`src/rtl/mul16_seq_pkg.sv`:
```
// ============================================================================
// Module   : mul16_seq_pkg
// Purpose  : Shared types and constants for the sequential 16x16 multiplier.
//            Holds the FSM state enum, the datapath width and the 6-bit ALU
//            control words, ordered {za, na, zb, nb, f, no}.
// Revision : 1.0 - initial release
// ============================================================================
`default_nettype none

package mul16_seq_pkg;

  localparam int WIDTH = 16;
  localparam int CNT_W = 4;

  // Counter value of the final multiplier bit.
  localparam logic [CNT_W-1:0] LAST_BIT = CNT_W'(WIDTH - 1);

  // ZERO: both operands forced to zero and added, so out = 0.
  localparam logic [5:0] ALU_ZERO   = 6'b101010;
  // ADD: out = x + y.
  localparam logic [5:0] ALU_ADD    = 6'b000010;
  // PASS_X: y forced to all ones and ANDed with x, so out = x.
  localparam logic [5:0] ALU_PASS_X = 6'b001100;

  typedef enum logic [1:0] {
    ST_IDLE = 2'd0,
    ST_ADD  = 2'd1,
    ST_DBL  = 2'd2,
    ST_DONE = 2'd3
  } state_t;

endpackage : mul16_seq_pkg

`default_nettype wire

```
`src/rtl/mul16_seq.sv`:
```
// ============================================================================
// Module   : mul16_seq
// Purpose  : Multi-cycle 16x16 shift-and-add multiplier returning the low
//            16 bits of the product. All arithmetic is delegated to an
//            external combinational ALU through the alu_* ports; this block
//            only sequences operands and control words and latches results.
// Config   : MUL16_EARLY_EXIT_EN - when defined, the run terminates as soon
//            as the remaining multiplier bits are all zero.
// Revision : 1.0 - initial release
// ============================================================================
`default_nettype none

module mul16_seq
  import mul16_seq_pkg::*;
(
  input  logic             clk,
  input  logic             rst_n,
  input  logic             start,
  input  logic [WIDTH-1:0] op_a,
  input  logic [WIDTH-1:0] op_b,
  output logic             busy,
  output logic             done,
  output logic [WIDTH-1:0] product,
  output logic             zr,
  output logic             ng,
  output logic [WIDTH-1:0] alu_x,
  output logic [WIDTH-1:0] alu_y,
  output logic             alu_za,
  output logic             alu_na,
  output logic             alu_zb,
  output logic             alu_nb,
  output logic             alu_f,
  output logic             alu_no,
  input  logic [WIDTH-1:0] alu_out,
  input  logic             alu_zr,
  input  logic             alu_ng
);

  state_t           r_state;
  state_t           w_state_nxt;
  logic [WIDTH-1:0] r_acc;
  logic [WIDTH-1:0] r_mcand;
  logic [WIDTH-1:0] r_mplier;
  logic [CNT_W-1:0] r_cnt;
  logic [WIDTH-1:0] r_product;
  logic             r_zr;
  logic             r_ng;
  logic [5:0]       w_ctrl;
  logic [WIDTH-1:0] w_mplier_shr;

  assign w_mplier_shr = r_mplier >> 1;

  // State register.
  always_ff @(posedge clk or negedge rst_n) begin
    if (!rst_n) begin
      r_state <= ST_IDLE;
    end else begin
      r_state <= w_state_nxt;
    end
  end

  // Next state and ALU operand/control decode for the current step.
  always_comb begin
    w_state_nxt = r_state;
    w_ctrl      = ALU_ZERO;
    alu_x       = '0;
    alu_y       = '0;
    case (r_state)
      ST_IDLE: begin
        if (start) begin
`ifdef MUL16_EARLY_EXIT_EN
          w_state_nxt = (op_b == '0) ? ST_DONE : ST_ADD;
`else
          w_state_nxt = ST_ADD;
`endif
        end
      end
      ST_ADD: begin
        alu_x       = r_acc;
        alu_y       = r_mcand;
        w_ctrl      = r_mplier[0] ? ALU_ADD : ALU_PASS_X;
        w_state_nxt = ST_DBL;
      end
      ST_DBL: begin
        alu_x  = r_mcand;
        alu_y  = r_mcand;
        w_ctrl = ALU_ADD;
`ifdef MUL16_EARLY_EXIT_EN
        if (r_cnt == LAST_BIT || w_mplier_shr == '0) begin
`else
        if (r_cnt == LAST_BIT) begin
`endif
          w_state_nxt = ST_DONE;
        end else begin
          w_state_nxt = ST_ADD;
        end
      end
      ST_DONE: begin
        // Route the accumulator through the ALU so zr/ng come from its flags.
        alu_x       = r_acc;
        w_ctrl      = ALU_PASS_X;
        w_state_nxt = ST_IDLE;
      end
      default: begin
        w_state_nxt = ST_IDLE;
      end
    endcase
  end

  assign {alu_za, alu_na, alu_zb, alu_nb, alu_f, alu_no} = w_ctrl;

  // Datapath registers: operand capture, accumulate, double/shift, result latch.
  always_ff @(posedge clk or negedge rst_n) begin
    if (!rst_n) begin
      r_acc     <= '0;
      r_mcand   <= '0;
      r_mplier  <= '0;
      r_cnt     <= '0;
      r_product <= '0;
      r_zr      <= 1'b0;
      r_ng      <= 1'b0;
    end else begin
      case (r_state)
        ST_IDLE: begin
          if (start) begin
            r_acc    <= '0;
            r_mcand  <= op_a;
            r_mplier <= op_b;
            r_cnt    <= '0;
          end
        end
        ST_ADD: begin
          r_acc <= alu_out;
        end
        ST_DBL: begin
          r_mcand  <= alu_out;
          r_mplier <= w_mplier_shr;
          r_cnt    <= r_cnt + 1'b1;
        end
        ST_DONE: begin
          r_product <= r_acc;
          r_zr      <= alu_zr;
          r_ng      <= alu_ng;
        end
        default: begin
        end
      endcase
    end
  end

  // The result is already valid in DONE, ahead of the holding registers.
  assign busy    = (r_state != ST_IDLE);
  assign done    = (r_state == ST_DONE);
  assign product = done ? r_acc  : r_product;
  assign zr      = done ? alu_zr : r_zr;
  assign ng      = done ? alu_ng : r_ng;

endmodule : mul16_seq

`default_nettype wire

```
`config.mk`:
```
export PLATFORM = sky130hd
export DESIGN_NAME = mul16_seq
export DESIGN_NICKNAME = d
export VERILOG_FILES = /design/src/rtl/mul16_seq_pkg.sv /design/src/rtl/mul16_seq.sv
export SDC_FILE = /design/constraint.sdc
export NUM_CORES = 1
export LEC_CHECK = 0
export ABC_CLOCK_PERIOD_IN_PS = 5000
export CELL_PAD_IN_SITES_DETAIL_PLACEMENT = 1
export CELL_PAD_IN_SITES_GLOBAL_PLACEMENT = 1
export CORE_MARGIN = 2
export CORE_UTILIZATION = 38
export DETAILED_ROUTE_END_ITERATION = 8
export PLACE_DENSITY = 0.86
export SETUP_SLACK_MARGIN = 0.15
export SYNTH_ARGS = -nofsm -noshare
export SYNTH_HDL_FRONTEND = slang
export SYNTH_SLANG_ARGS = --single-unit
```
`constraint.sdc`:
```
create_clock -name clk -period 5 [get_ports clk]
set_input_delay 1.5 -clock clk [delete_from_list [all_inputs] [get_ports clk]]
set_output_delay 1.5 -clock clk [all_outputs]
set_load 0.005 [all_outputs]
```
# After elaboration in Yosys (flattened, before gate mapping)
# Index checks and enable logic that the tools add are counted.
totals:
  reg_bits: 72
  input_bits: 53
  output_inout_bits: 58
  word_cells: 40
op_classes:
  add_sub_neg: 1
  n_eq_ne: 5
  muxes: 18
  n_reduce_logical: 8
ops:
  columns: ["cell", "count"]
  rows:
  - ["case mux 16 bit (2 select lines)", 4]
  - ["two-way mux 16 bit", 5]
  - ["case mux 6 bit (3 select lines)", 1]
  - ["two-way mux 4 bit", 2]
  - ["case mux 2 bit (4 select lines)", 1]
  - ["case mux 4 bit (2 select lines)", 1]
  - ["nonzero test 2 bit", 3]
  - ["adder 4 x 1 -> 4 bit (second input constant)", 1]
  - ["== test 2 bit (second input constant)", 2]
  - ["== test 4 bit (second input constant)", 1]
  - ["two-way mux 2 bit", 2]
  - ["AND reduction 2 bit", 2]
  - ["OR reduction 2 bit", 2]
  - ["== test 2 x 1 -> 1 bit (second input constant)", 1]
  - ["zero test 2 bit", 1]
  - ["two-way mux 1 bit", 2]
  - ["!= test 2 bit (second input constant)", 1]

# Logic depth before layout (Yosys ltp)
logic_depth:
  ltp_word: 3
  depth_mapped: 9
  depth_no_buf: 5

# Least setup slack after synthesis
# No wires, ideal clock.
synth_timing:
  kind: "input -> output"
  startpoint: "input port alu_ng"
  endpoint: "output port ng"
  t_arrival_ns: 1.763
  t_required_ns: 3.500
  setup_slack_ns: 1.737
  cell_stages: 1
  cell_sequence: "mux2_2"
synth_via:
  elab_chain_len: 1
synth_lines:
  columns: ["element", "line_no", "source"]
  rows:
  - ["from (decl)", "mul16_seq.sv:36", "input logic alu_ng"]
  - ["two-way mux 1 bit", null, null]
  - ["to (decl)", "mul16_seq.sv:25", "output logic ng,"]
# No other way between the ends.

# Final worst setup path
layout_timing:
  startpoint: "register r_state[0]"
  endpoint: "output port alu_x[15]"
layout_via:
  elab_chain_len: 3
  word_cells_on_any_way: 5
  classes_between: "eq/ne (3); mux (1); reduce/logical (1)"
layout_lines:
  columns: ["element", "line_no", "source"]
  rows:
  - ["from (decl)", "mul16_seq.sv:39", "state_t r_state;"]
  - ["from (signal assigned)", "mul16_seq.sv:58", "r_state <= w_state_nxt;"]
  - ["== test 2 bit or == test 2 x 1 -> 1 bit (tied branches)", "mul16_seq.sv:68", "case (r_state)"]
  - ["OR reduction 2 bit (no source line)", null, null]
  - ["case mux 16 bit (2 select lines) *", "mul16_seq.sv:68", null]
  - ["to (decl)", "mul16_seq.sv:26", "output logic [WIDTH-1:0] alu_x,"]
# Every way passes the cells marked *; elsewhere a longest branch is shown, timed or not.

==> impl_metrics.env <==
export IMPL_cts_tree="yes"
export IMPL_filler_cell_count=1041
export IMPL_skew_ps=7.14
export IMPL_holdWs_ps=493
export IMPL_regArea_um2=1800
export IMPL_path_clk_slew_ps=80
export IMPL_final_antenna_net_count=0
export IMPL_pin_count=111
export IMPL_grt_pass1_vias=3120
export IMPL_seq_area_frac_synth_pct=50.3
export IMPL_synth_edf_count=0
export IMPL_grt_usage_pct=20.8
export IMPL_period_share_pct=87.8
export IMPL_yosysTopAreaCell="dfrtp_1"
export IMPL_hpwl_um=6970
export IMPL_required_ps=3500
export IMPL_core_area_um2=9200
export IMPL_max_freq_ghz=0.228
export IMPL_dieArea_um2=10200
export IMPL_drv_cap=0
export IMPL_via_per_inst=5.25
export IMPL_place_congestion=0.777
export IMPL_worstPathMaxFanout=30
export IMPL_slowest_delay_ps=720
export IMPL_cp_slowest_cell="ha_2"
export IMPL_grt_overflow_total=0
export IMPL_worst_slack_ps=609
export IMPL_synthFlopType="dfrtp_1"
export IMPL_ys_ff_latch=72
export IMPL_n_antenna_cell=0
export IMPL_synth_most_common_cell="dfrtp_1"
export IMPL_ir_drop_mv=0.255
export IMPL_drtIter0Drc=89
export IMPL_dp_cells=550
export IMPL_ff2ff_path_depth=6
export IMPL_maxSlewHeadroom_pct=39.6
export IMPL_crit_chain="inv_1 -> ha_2 -> a22oi_1 -> nor2_1 -> clkdlybuf4s50_1"
export IMPL_p_seq_share_pct=34.2
export IMPL_worstReg2RegEnd="r_mcand[13]$_DFFE_PN0P_"
export IMPL_antenna_found_initial=0
export IMPL_clk_latency_ps=350
export IMPL_yosys_top_cells_area="dfrtp_1 50%, mux2i_1 8.9%, nand2_1 7.1%, o21ai_0 6.4%, mux2_2 5.7%"
export IMPL_syn_cell_area_um2=3580
export IMPL_leakagePower_nw=2.05
export IMPL_crit_cells=5
export IMPL_pre_cts_slack_ps=862
export IMPL_setup_violations=0
export IMPL_cts_resized=0
export IMPL_die_h_um=101
export IMPL_r2r_start="r_state[0]$_DFFE_PN0P_"
export IMPL_nets=510
export IMPL_layout_drive_gt1_share_pct=9.89
export IMPL_path_delay_family="buffers and inverters"
export IMPL_multi_input_area_um2=1600
export IMPL_start_util_pct=38.9
export IMPL_p_switching_mw=1.17
export IMPL_yosys_cell_types_count=32
export IMPL_placementRows=35
export IMPL_wl_um=10200
export IMPL_endpoint_kind="primary output"
export IMPL_clock_sinks=72
export IMPL_swShare_pct=39.0
export IMPL_hp_class="reg2reg"
export IMPL_startpoint="r_state[0]$_DFFE_PN0P_"
export IMPL_layout_min_cycle_time_ps=4390
export IMPL_area_growth_syn_to_layout_pct=36.3
export IMPL_grt_max_degree=73
export IMPL_numCtsBuffers=9
export IMPL_wire_per_inst_um=18.0
export IMPL_drt_pass1_iterations=4
export IMPL_stdcell_count=566
export IMPL_cts_buffer_depth=2
export IMPL_rsz0062_at_grt="no"
export IMPL_worst_pin_slew_ps=887
export IMPL_p_total_mw=3.01
export IMPL_synth_top_area_share_pct=50.3
export IMPL_power_density_nw_per_um2=616
export IMPL_clock_root_buffer="clkbuf_8"
export IMPL_crit_end="alu_x[15]"
export IMPL_synthArstFlopShare_pct=100
export IMPL_setup_worst_path_class="reg2out"
export IMPL_crit_arrival_ps=2890
export IMPL_status="finished clean"
export IMPL_syn_inst=353
export IMPL_combPwrFrac_pct=49.8
export IMPL_start_kind="flip-flop"
export IMPL_hold_buffers=0
export IMPL_yosysWarnings=0
export IMPL_drc=0
export IMPL_grt_pass1_wl_um=16300
export IMPL_worst_path_buf_inv=2
export IMPL_power_share_clock_pct=16.0
export IMPL_hold_violations=0
export IMPL_cts_max_level=3
export IMPL_dieWidth_um=101
export IMPL_p_int_mw=1.83
export IMPL_cts_setup_buffers=0
export IMPL_numPortBuffers=108
export IMPL_synth_avg_cell_area_um2=10.1
export IMPL_vias=2973
export IMPL_final_setup_tns_ps=0
export IMPL_finalMaxSlewViolations=0
export IMPL_ys_top_cells_by_count="72 x dfrtp_1, 68 x nand2_1, 46 x o21ai_0, 32 x mux2i_1, 18 x mux2_2"
export IMPL_reg2reg_slack_ps=1930
## worst min-delay path by stage
stage	from	to	slack (ps)	cells after the start
after floorplan	r_mplier[10]$_DFFE_PN0P_	r_mplier[10]$_DFFE_PN0P_	450	2
after global placement	r_mplier[5]$_DFFE_PN0P_	r_mplier[5]$_DFFE_PN0P_	460	2
after detailed placement	r_mplier[4]$_DFFE_PN0P_	r_mplier[4]$_DFFE_PN0P_	480	2
after CTS	r_mplier[4]$_DFFE_PN0P_	r_mplier[4]$_DFFE_PN0P_	500	2
after global routing	r_product[6]$_DFF_PN0_	r_product[6]$_DFF_PN0_	520	1
final	r_mplier[4]$_DFFE_PN0P_	r_mplier[4]$_DFFE_PN0P_	490	2
## registers in the layout (all words and copies together) (netlist names)
signal and flops:
r_state 2, r_mplier 16, r_mcand 16, r_zr 1, r_cnt 4, r_acc 16
r_ng 1, r_product 16
## layer usage
metal	vias to the layer above	global-route usage (%)	routed length (µm)
li1	1396	-	-
met1	1461	26.2	4400
met2	98	35.0	4970
met3	18	4.51	630
met4	0	8.11	202
met5	-	0	0
## tightest hold or removal path, cell delays in order (launching register included)
cell	delay (ps)
dfrtp_1	350
nand2_1	50
o21ai_0	60
## metrics by stage
step / utilization, % / area [µm²]
2_1_floorplan: - / 3580
3_3_place_gp: 50.8 / 4680
3_5_place_dp: 50.8 / 4680
4_1_cts: 53.1 / 4880
5_1_grt: 53.1 / 4880
6_report: 53.1 / 4880
## power groups by stage
stage                     logic [mW]  clock network, mW  registers [mW]
final                           1.50              0.481            1.03
after global routing            1.65              0.516            1.07
after CTS                       1.52              0.491            1.03
after detailed placement        1.51                  0            1.04
after global placement          1.45                  0            1.02
after floorplan                0.875                  0           0.966
## layout make-up
type	instances	area share, %
flip-flops and latches	72	36.9
multi-input cells	249	32.8
repair buffers	113	22.9
well taps	111	2.84
clock buffers	10	2.82
clock inverters	6	1.41
inverters	5	0.384
## kinds of logic after synthesis
family          after synthesis  synth area share (%)
simple gates                111                  13.5
compound gates               76                  12.4
flops                        72                  50.3
mux                          52                  15.6
buf+inv                      33                  5.42
fa+ha+maj                     7                  2.45
other cells                   1                 0.105
xor+xnor                      1                 0.245
## cell usage in the layout (no fill, tap or decap), types with 2 or more instances in the layout
| cell | instances |
|---|---|
| buf_4 | 6 |
| nand3b_1 | 2 |
| clkinv_4 | 3 |
| conb_1 | 2 |
| mux2i_4 | 2 |
| clkdlybuf4s50_1 | 107 |
| o21ai_1 | 7 |
| nand3_1 | 3 |
| clkbuf_8 | 10 |
| ha_1 | 6 |
| nor2_1 | 17 |
| dfrtp_1 | 72 |
| mux2i_1 | 32 |
| o21ai_0 | 46 |
| mux2_2 | 18 |
| nand2_1 | 68 |
| inv_1 | 5 |
| a22oi_1 | 17 |
| and2_1 | 17 |
| a21oi_1 | 2 |
(Power assumes the default switching activity.)
